`src/rtl/aes_pkg.sv`:
```
// Shared AES-128 key-schedule definitions: sizes, FSM state type, S-box and Rcon lookups.
package aes_pkg;

    localparam int KEY_W  = 128;
    localparam int NUM_RK = 11;

    localparam logic [3:0] LAST_RK   = 4'(NUM_RK - 1);
    localparam logic [3:0] LAST_STEP = 4'(NUM_RK - 2);

    typedef enum logic [1:0] {
        IDLE   = 2'd0,
        EXPAND = 2'd1,
        DONE   = 2'd2
    } ks_state_t;

    // Entry 0 sits in the most significant byte.
    localparam logic [2047:0] SBOX = {
        128'h637c777bf26b6fc53001672bfed7ab76,
        128'hca82c97dfa5947f0add4a2af9ca472c0,
        128'hb7fd9326363ff7cc34a5e5f171d83115,
        128'h04c723c31896059a071280e2eb27b275,
        128'h09832c1a1b6e5aa0523bd6b329e32f84,
        128'h53d100ed20fcb15b6acbbe394a4c58cf,
        128'hd0efaafb434d338545f9027f503c9fa8,
        128'h51a3408f929d38f5bcb6da2110fff3d2,
        128'hcd0c13ec5f974417c4a77e3d645d1973,
        128'h60814fdc222a908846eeb814de5e0bdb,
        128'he0323a0a4906245cc2d3ac629195e479,
        128'he7c8376d8dd54ea96c56f4ea657aae08,
        128'hba78252e1ca6b4c6e8dd741f4bbd8b8a,
        128'h703eb5664803f60e613557b986c11d9e,
        128'he1f8981169d98e949b1e87e9ce5528df,
        128'h8ca1890dbfe6426841992d0fb054bb16
    };

    function automatic logic [7:0] sbox(input logic [7:0] x);
        return SBOX[{~x, 3'b111} -: 8];
    endfunction

    function automatic logic [31:0] sub_word(input logic [31:0] w);
        return {sbox(w[31:24]), sbox(w[23:16]), sbox(w[15:8]), sbox(w[7:0])};
    endfunction

    function automatic logic [7:0] rcon(input logic [3:0] step);
        logic [7:0] r;
        case (step)
            4'd0:    r = 8'h01;
            4'd1:    r = 8'h02;
            4'd2:    r = 8'h04;
            4'd3:    r = 8'h08;
            4'd4:    r = 8'h10;
            4'd5:    r = 8'h20;
            4'd6:    r = 8'h40;
            4'd7:    r = 8'h80;
            4'd8:    r = 8'h1b;
            4'd9:    r = 8'h36;
            default: r = 8'h00;
        endcase
        return r;
    endfunction

endpackage

```
`src/rtl/key_expansion_ctrl_round_key.sv`:
```
// One AES-128 key-schedule step: derives round key count+1 from round key count.
module roundKey
    import aes_pkg::*;
(
    input  logic [KEY_W-1:0] inputKey,
    input  logic [3:0]       count,
    output logic [KEY_W-1:0] outputRoundKey
);

    logic [31:0] w0_s, w1_s, w2_s, w3_s;
    logic [31:0] temp_s;
    logic [31:0] n0_s, n1_s, n2_s, n3_s;

    // RotWord, SubWord and Rcon on the last word, then the word-wise XOR chain.
    always_comb begin
        w0_s   = inputKey[127:96];
        w1_s   = inputKey[95:64];
        w2_s   = inputKey[63:32];
        w3_s   = inputKey[31:0];
        temp_s = sub_word({w3_s[23:0], w3_s[31:24]}) ^ {rcon(count), 24'h000000};
        n0_s   = w0_s ^ temp_s;
        n1_s   = w1_s ^ n0_s;
        n2_s   = w2_s ^ n1_s;
        n3_s   = w3_s ^ n2_s;
        outputRoundKey = {n0_s, n1_s, n2_s, n3_s};
    end

endmodule

```
`src/rtl/key_expansion_ctrl.sv`:
```
// Sequential AES-128 key expansion: one schedule step per clock into an 11-entry
// round-key bank, served through a registered random-access read port.
module key_expansion_ctrl #(
    parameter int KEY_W      = 128,
    parameter int NUM_ROUNDS = 10
) (
    input  logic             clk,
    input  logic             n_rst,
    input  logic             start,
    input  logic [KEY_W-1:0] key_in,
    output logic             busy,
    output logic             done,
    input  logic [3:0]       rd_addr,
    output logic [KEY_W-1:0] rd_key
);

    import aes_pkg::*;

    ks_state_t        state_q, state_d;
    logic [3:0]       cnt_q, cnt_d;
    logic             busy_q, busy_d;
    logic             done_q, done_d;
    logic [KEY_W-1:0] rd_key_q, rd_key_d;
    logic [KEY_W-1:0] bank_q [0:NUM_ROUNDS];
    logic [KEY_W-1:0] bank_d [0:NUM_ROUNDS];
    logic [KEY_W-1:0] step_key_s;

    roundKey u_round_key (
        .inputKey       (bank_q[cnt_q]),
        .count          (cnt_q),
        .outputRoundKey (step_key_s)
    );

    // Next-state, counter, status and bank-write logic.
    always_comb begin
        state_d = state_q;
        cnt_d   = cnt_q;
        busy_d  = busy_q;
        done_d  = done_q;
        bank_d  = bank_q;
        case (state_q)
            IDLE, DONE: begin
                if (start) begin
                    bank_d[0] = key_in;
                    cnt_d     = 4'd0;
                    busy_d    = 1'b1;
                    done_d    = 1'b0;
                    state_d   = EXPAND;
                end else begin
                    state_d = state_q;
                end
            end
            EXPAND: begin
                bank_d[cnt_q + 4'd1] = step_key_s;
                if (cnt_q == LAST_STEP) begin
                    cnt_d   = 4'd0;
                    busy_d  = 1'b0;
                    done_d  = 1'b1;
                    state_d = DONE;
                end else begin
                    cnt_d = cnt_q + 4'd1;
                end
            end
            default: begin
                cnt_d   = 4'd0;
                busy_d  = 1'b0;
                done_d  = 1'b0;
                state_d = IDLE;
            end
        endcase
    end

    // Read mux; the bank is read before this edge's write, so same-cycle reads see old data.
    always_comb begin
        if (rd_addr <= LAST_RK) begin
            rd_key_d = bank_q[rd_addr];
        end else begin
            rd_key_d = '0;
        end
    end

    // State, counter, bank and read-port registers.
    always_ff @(posedge clk or negedge n_rst) begin
        if (!n_rst) begin
            state_q  <= IDLE;
            cnt_q    <= 4'd0;
            busy_q   <= 1'b0;
            done_q   <= 1'b0;
            rd_key_q <= '0;
            for (int i = 0; i <= NUM_ROUNDS; i++) begin
                bank_q[i] <= '0;
            end
        end else begin
            state_q  <= state_d;
            cnt_q    <= cnt_d;
            busy_q   <= busy_d;
            done_q   <= done_d;
            rd_key_q <= rd_key_d;
            for (int i = 0; i <= NUM_ROUNDS; i++) begin
                bank_q[i] <= bank_d[i];
            end
        end
    end

    assign busy   = busy_q;
    assign done   = done_q;
    assign rd_key = rd_key_q;

endmodule

```
`config.mk`:
```
export PLATFORM = sky130hd
export DESIGN_NAME = key_expansion_ctrl
export DESIGN_NICKNAME = d
export VERILOG_FILES = /design/src/rtl/aes_pkg.sv /design/src/rtl/key_expansion_ctrl_round_key.sv /design/src/rtl/key_expansion_ctrl.sv
export SDC_FILE = /design/constraint.sdc
export NUM_CORES = 2
export LEC_CHECK = 0
export CORE_MARGIN = 2
export CORE_UTILIZATION = 40
export DETAILED_ROUTE_END_ITERATION = 12
export PLACE_DENSITY_LB_ADDON = 0.25
export RECOVER_POWER = 100
export SYNTH_ARGS = -nofsm -noshare
export SYNTH_HDL_FRONTEND = slang
export SYNTH_SLANG_ARGS = --single-unit
```
`constraint.sdc`:
```
create_clock -name clk -period 6.3 [get_ports clk]
set_input_delay 1.26 -clock clk [delete_from_list [all_inputs] [get_ports clk]]
set_output_delay 1.26 -clock clk [all_outputs]
set_load 0.03 [all_outputs]
```
# Word level (Yosys, flattened, before mapping)
# Memory sizes are Yosys's and may differ from the RTL's.
# Cells that the tools add are included.
# word_totals
regBits,1544
latch_bits,0
ram_bits,0
romBits,128
output_inout_bits,130
wordCells,74
mem_count,1
# mem_list
memory,depth,word_bits,rd,rd_clocked_by_memory_dff,write_ports,line_no,source
(no name shown),16,8,1,0,0,aes_pkg.sv:46,case (step)
# op_classes
n_addsub,1
n_mul,0
div,0
order_cmp,5
n_eq_ne,5
shifts,4
muxes,24
bitwise,12
reduce_logical,6
# op_table
operator,n
$shiftx A2055 B12 Y8 const A,4
$bwmux W1408,1
$bmux W128 S4,2
$mux W128,7
$demux W128 S4,1
$pmux W128 S2,1
$xor A32 B32 Y32,5
$not A8 Y8,4
$ge A5 B5 Y1 const B,3
$not A4 Y5,3
$mux W4,2
$pmux W4 S2,1
$lt A5 B1 Y1 const B,1
$add A4 B1 Y4 const B,1
$eq A4 B4 Y1 const B,1
$le A4 B4 Y1 const B,1
$mux W1,4
$mux W2,2
$ne A2 B2 Y1 const B,2
$pmux W1 S2,2
$pmux W2 S2,1
$reduce_and A2 Y1,2
$eq A2 B1 Y1 const B,1
$eq A2 B2 Y1 const B,1
other kinds (4),4

# Depth between registers and ports, before layout
# depth
ltp_word,13
depth_mapped,23
depth_no_buf,17

# Cells and area by module
# Synthesis repeated with hierarchy kept, for this count alone.
# hier_totals
cells_unflattened,7953
hier_area_um2,94665.8
# modules_own_cells
mod,n_inst,cells_per_inst,area_each_um2
key_expansion_ctrl,1,5603,78617.9
roundKey,1,2350,16047.9

# Least setup slack after synthesis
# No wires, ideal clock.
# synth_timing
kind,register to register
from,register cnt_q[0]
to,register bank_q[1026] in the netlist's numbering
arrival_ns,4.392
setup_slack_ns,1.774
path_stages_with_launch,21
n_path_buf,7
period_less_slack_ns,4.526
path_cell_list,dfrtp_1 buf_6 buf_6 buf_4 mux4_2 mux2i_1 o22a_1 buf_2 ha_1 clkbuf_1 a32oi_1 clkbuf_1 o21ai_0 a221oi_1 a2111oi_0 a31oi_1 o211ai_1 xnor2_2 xnor2_1 clkbuf_1 o21ai_0
# synth_via
elab_chain_len,12
elab_cells_between_ends,19
# synth_lines
element,line_no,source
"start, declared",key_expansion_ctrl.sv:20,"logic [3:0] cnt_q, cnt_d;"
"start signal, assigned",key_expansion_ctrl.sv:95,cnt_q <= cnt_d;
$not A4 Y5 (implied by the code),key_expansion_ctrl.sv:29,".inputKey (bank_q[cnt_q]),"
$bmux W128 S4,key_expansion_ctrl.sv:29,
$mux W128 (implied by the code) (2 in series),key_expansion_ctrl.sv:29,
$not A8 Y8,aes_pkg.sv:37,"return SBOX[{~x, 3'b111} -: 8];"
$shiftx A2055 B12 Y8,aes_pkg.sv:37,
$xor A32 B32 Y32,key_expansion_ctrl_round_key.sv:20,"temp_s = sub_word({w3_s[23:0], w3_s[31:24]}) ^ {rcon(count), 24'h000000};"
$xor A32 B32 Y32,key_expansion_ctrl_round_key.sv:21,n0_s = w0_s ^ temp_s;
$xor A32 B32 Y32,key_expansion_ctrl_round_key.sv:22,n1_s = w1_s ^ n0_s;
$xor A32 B32 Y32,key_expansion_ctrl_round_key.sv:23,n2_s = w2_s ^ n1_s;
$xor A32 B32 Y32,key_expansion_ctrl_round_key.sv:24,n3_s = w3_s ^ n2_s;
$bwmux W1408 (*),key_expansion_ctrl.sv:54,bank_d[cnt_q + 4'd1] = step_key_s;
"end signal, assigned by index",key_expansion_ctrl.sv:100,bank_q[i] <= bank_d[i];
"end, declared",key_expansion_ctrl.sv:24,logic [KEY_W-1:0] bank_q [0:NUM_ROUNDS];
# Mark *: on every way between the ends. The rest lies on a longest branch, timed or not. The select of a mux whose other input is x is not followed.
# A chain may end at the register's enable or synchronous reset.

# Final worst setup path
# layout_timing
from,input port rd_addr[1]
to,register rd_key_q[97] (netlist: rd_key[97])
# layout_via
elab_chain_len,5
elab_cells_between_ends,6
# layout_lines
element,line_no,source
"start, declared",key_expansion_ctrl.sv:13,"input logic [3:0] rd_addr,"
$not A4 Y5 (implied by the code),key_expansion_ctrl.sv:76,rd_key_d = bank_q[rd_addr];
$bmux W128 S4,key_expansion_ctrl.sv:76,
$mux W128 (implied by the code) (2 in series),key_expansion_ctrl.sv:76,
$mux W128 (*),key_expansion_ctrl.sv:75,if (rd_addr <= LAST_RK) begin
net rd_key_d[97],key_expansion_ctrl.sv:23,"logic [KEY_W-1:0] rd_key_q, rd_key_d;"
"end signal, assigned",key_expansion_ctrl.sv:98,rd_key_q <= rd_key_d;
"end, declared",key_expansion_ctrl.sv:23,
# The timed path passes the listed nets; every way through them passes the cells marked *. The select of a mux whose other input is x is not followed.

==> results.ini <==
[logic_synthesis]
async_reset_ff_share_pct = 100
yosysUniqueCellTypes = 106
ys_ff_latch = 1543
synth_nets = 9751
synth_area_leaders = dfrtp_1, mux4_2, o21ai_0
yosysWarnings = 0
synthFlopType = dfrtp_1
synth_edf_count = 0
syn-cell-area_um2 = 91200
seq_area_frac_synth_pct = 42.3
yosysTopAreaCellShare_pct = 42.3
syn-mean-instance-area_um2 = 9.54
yosys.area.top_type = dfrtp_1
synth_cells = 9561

[timing]
setup-violations-final = 16
min_period_ns = 6.44
fin_skew_ns = 0.0543
tightestPinTransition_ns = 3.99
max-slew-margin-rel_pct = -166
period_share_pct = 102
setup_ws_ns = -0.135
maxSlewViolCount = 1016
rsz0062_at_grt = no
hold_viol = 0
fmax_mhz = 155

[floorplanning]
dieArea_um2 = 232000
core-area_um2 = 227000
start_util_pct = 40.2
rows = 175
fp.dieW_um = 481
io_pins = 265
dieHeight_um = 481

[routing]
drc = 0
ant_nets = 0
drt-initial-drc-count = 9284
drt-total-wl_um = 397000
detail_route.wl_per_cell_um = 31.0
vias = 82100
via_per_inst = 6.41
drtPass1Iterations = 9

[global_route]
use_met3_pct = 8.14
gr-total-overflow = 0
busiest_layer = met2
met1_usage_pct = 44.4
track_usage_pct = 33.9
grt_pass1_vias = 81200
grt_max_degree = 178
grtUsageMet2_pct = 51.0
antenna_found_initial = 20
grt_pass1_wl_um = 578000

[worst_setup_path]
reg2reg_depth = 16
rr_endpoint = bank_q[426]$_DFFE_PN0P_
slowest_stage = dlymetal6s4s_1
crit_path_cell_trace = buf_2 > nor2b_1 > dlymetal6s4s_1 > clkbuf_1 > a21oi_1 > o22ai_1
cp.arrival_ns = 7.14
critPathCaptureType = register
r2r-start = cnt_q[1]$_DFFE_PN0P_
crit_path_max_fanout = 52
crit_path_start_kind = input port
worstSetupPathType = in -> reg
reg2reg_slack_ns = -0.10
cp_slowest_stage_delay_ns = 2.34
cp.required_ns = 7.01

[finish]
syn2layout_area_growth_pct = 15.1
nNetsFinal = 9854
drive_above_1_share_pct = 15.4
nFillCells = 21300

[hold_path]
whs_endpoint = bank_q[926]$_DFFE_PN0P_
hold_class = reg -> reg
worstHoldStart = bank_q[926]$_DFFE_PN0P_
min_path_cells = 2

[placed_design]
hpwl_um = 259000
port_buffers = 264
pre_cts_slack_ns = 0.237
place_congestion = 1.07

[run]
drv_cap = 16

[cts]
clkLatencyLatePin_ns = 0.86
htreeDepth = 4
cts.sinks = 1543
cts_root_buf = clkbuf_16
cts_made_buffers = 171
cts_buffer_depth = 3
clkSlewWorstSetupHoldPaths_ns = 0.06
post_cts_buffers = 0
cts_tree = built

[outcome]
failed_checks = capacitance limit, slew limit, setup timing
status = finished, violations left

==> metal layers <==
| metal | share of wire, % | up-vias | wire, um |
|---|---|---|---|
| met3 | 9.7 | 1110 | 38500 |
| li1 | - | 35200 | - |
| met1 | 39 | 41400 | 156000 |
| met2 | 44 | 4474 | 175000 |
| met5 | 0.013 | - | 53 |
| met4 | 7.1 | 8 | 28100 |
==> synthesized netlist by cell type, types with 39 or more instances <==
library cell,n
buf_1,91
o221ai_1,39
o21ai_1,99
o21ai_0,1382
nor3_1,89
a31oi_1,78
a311oi_1,42
xnor2_1,77
ha_1,55
nand3_1,97
o22ai_1,390
a21oi_1,582
o211ai_1,75
xor2_1,92
a211oi_1,53
dfrtp_1,1543
nor2_1,593
nand2_1,1608
mux4_2,503
o311ai_0,40
buf_4,41
buf_2,278
clkbuf_1,597
mux2i_1,509
==> cell families (layout without fill, tap and decap cells) <==
logic type | count (synthesis) | in the layout | share of synthesized area (%)
AOI/OAI and AO/OA | 3125 | 3125 | 20.1
and+or+nand+nor | 2553 | 2553 | 11.3
DFF | 1543 | 1543 | 42.3
buffers and inverters | 1055 | 1296 | 5.03
muxes | 1032 | 1032 | 18.3
xor gates and xnor gates | 198 | 198 | 2.14
adders and majority gates | 55 | 55 | 0.755
other | 0 | 7 | 0
==> how the worst max path moves through the flow <==
| stage | endpoint | from | slack, ns |
|---|---|---|---|
| floorplan | bank_q[1026]$_DFFE_PN0P_ | cnt_q[0]$_DFFE_PN0P_ | 1.77 |
| global placement | bank_q[1298]$_DFFE_PN0P_ | cnt_q[0]$_DFFE_PN0P_ | -0.01 |
| detailed placement | bank_q[535]$_DFFE_PN0P_ | cnt_q[0]$_DFFE_PN0P_ | 0.24 |
| CTS | bank_q[535]$_DFFE_PN0P_ | cnt_q[0]$_DFFE_PN0P_ | 0.20 |
| global route | bank_q[792]$_DFFE_PN0P_ | cnt_q[0]$_DFFE_PN0P_ | 0.01 |
| finish | rd_key[97]$_DFF_PN0_ | rd_addr[1] | -0.14 |
==> cell usage in the layout, fill, tap and decap left out, drive strengths merged, types with 97 or more instances in the layout <==
cell type,n
a21oi,582
buf,553
clkbuf,390
clkdlybuf4s50,128
dfrtp,1543
dlygate4sd3,131
mux2i,511
mux4,503
nand2,1609
nand3,97
nor2,596
o21ai,1481
o22ai,392
xnor2,98
xor2,100
==> metrics by stage <==
step / hold slack [ns] / cell area (um2) / util, % / setup TNS, ns / cells
2_1_floorplan: 0.457 / 91200 / - / 0 / 9561
3_3_place_gp: 0.473 / 99800 / 44.0 / -0.0122 / 12500
3_5_place_dp: 0.485 / 99900 / 44.0 / 0 / 12500
4_1_cts: 0.360 / 106000 / 46.6 / 0 / 12800
5_1_grt: 0.515 / 105000 / 46.2 / 0 / 12800
6_report: 0.494 / 105000 / 46.2 / -0.816 / 12800
==> area by class of cell <==
type	count	area [um2]	area share, %
tap	3009	3760	3.59
clock inverter	62	925	0.881
timing repair buffer	954	8430	8.03
clock buffer	249	4950	4.72
sequential	1543	38600	36.8
inverter	31	124	0.118
antenna	7	17.5	0.0167
multi-input combinational	6963	48100	45.9
==> sequential cells by signal, summed over array words and instances, names as in the netlist <==
| signal | count |
|---|---|
| bank_q | 1408 |
| busy | 1 |
| rd_key | 128 |
| state_q | 2 |
| cnt_q | 4 |
==> worst max-delay path, delay by kind of cell <==
kind	cells	cell delay [ns]
buffers and inverters	3	3.77
and+or+nand+nor	1	1.40
AOI/OAI and AO/OA	2	0.55
==> repair_timing <==
item | CTS | global route
setup endpoints to repair | 0 | 50
gates resized for setup | 0 | 3
hold buffers | 0 | 0
Power is not shown: default switching activity piles up to over one toggle a cycle in this logic, so the estimate is an artifact.
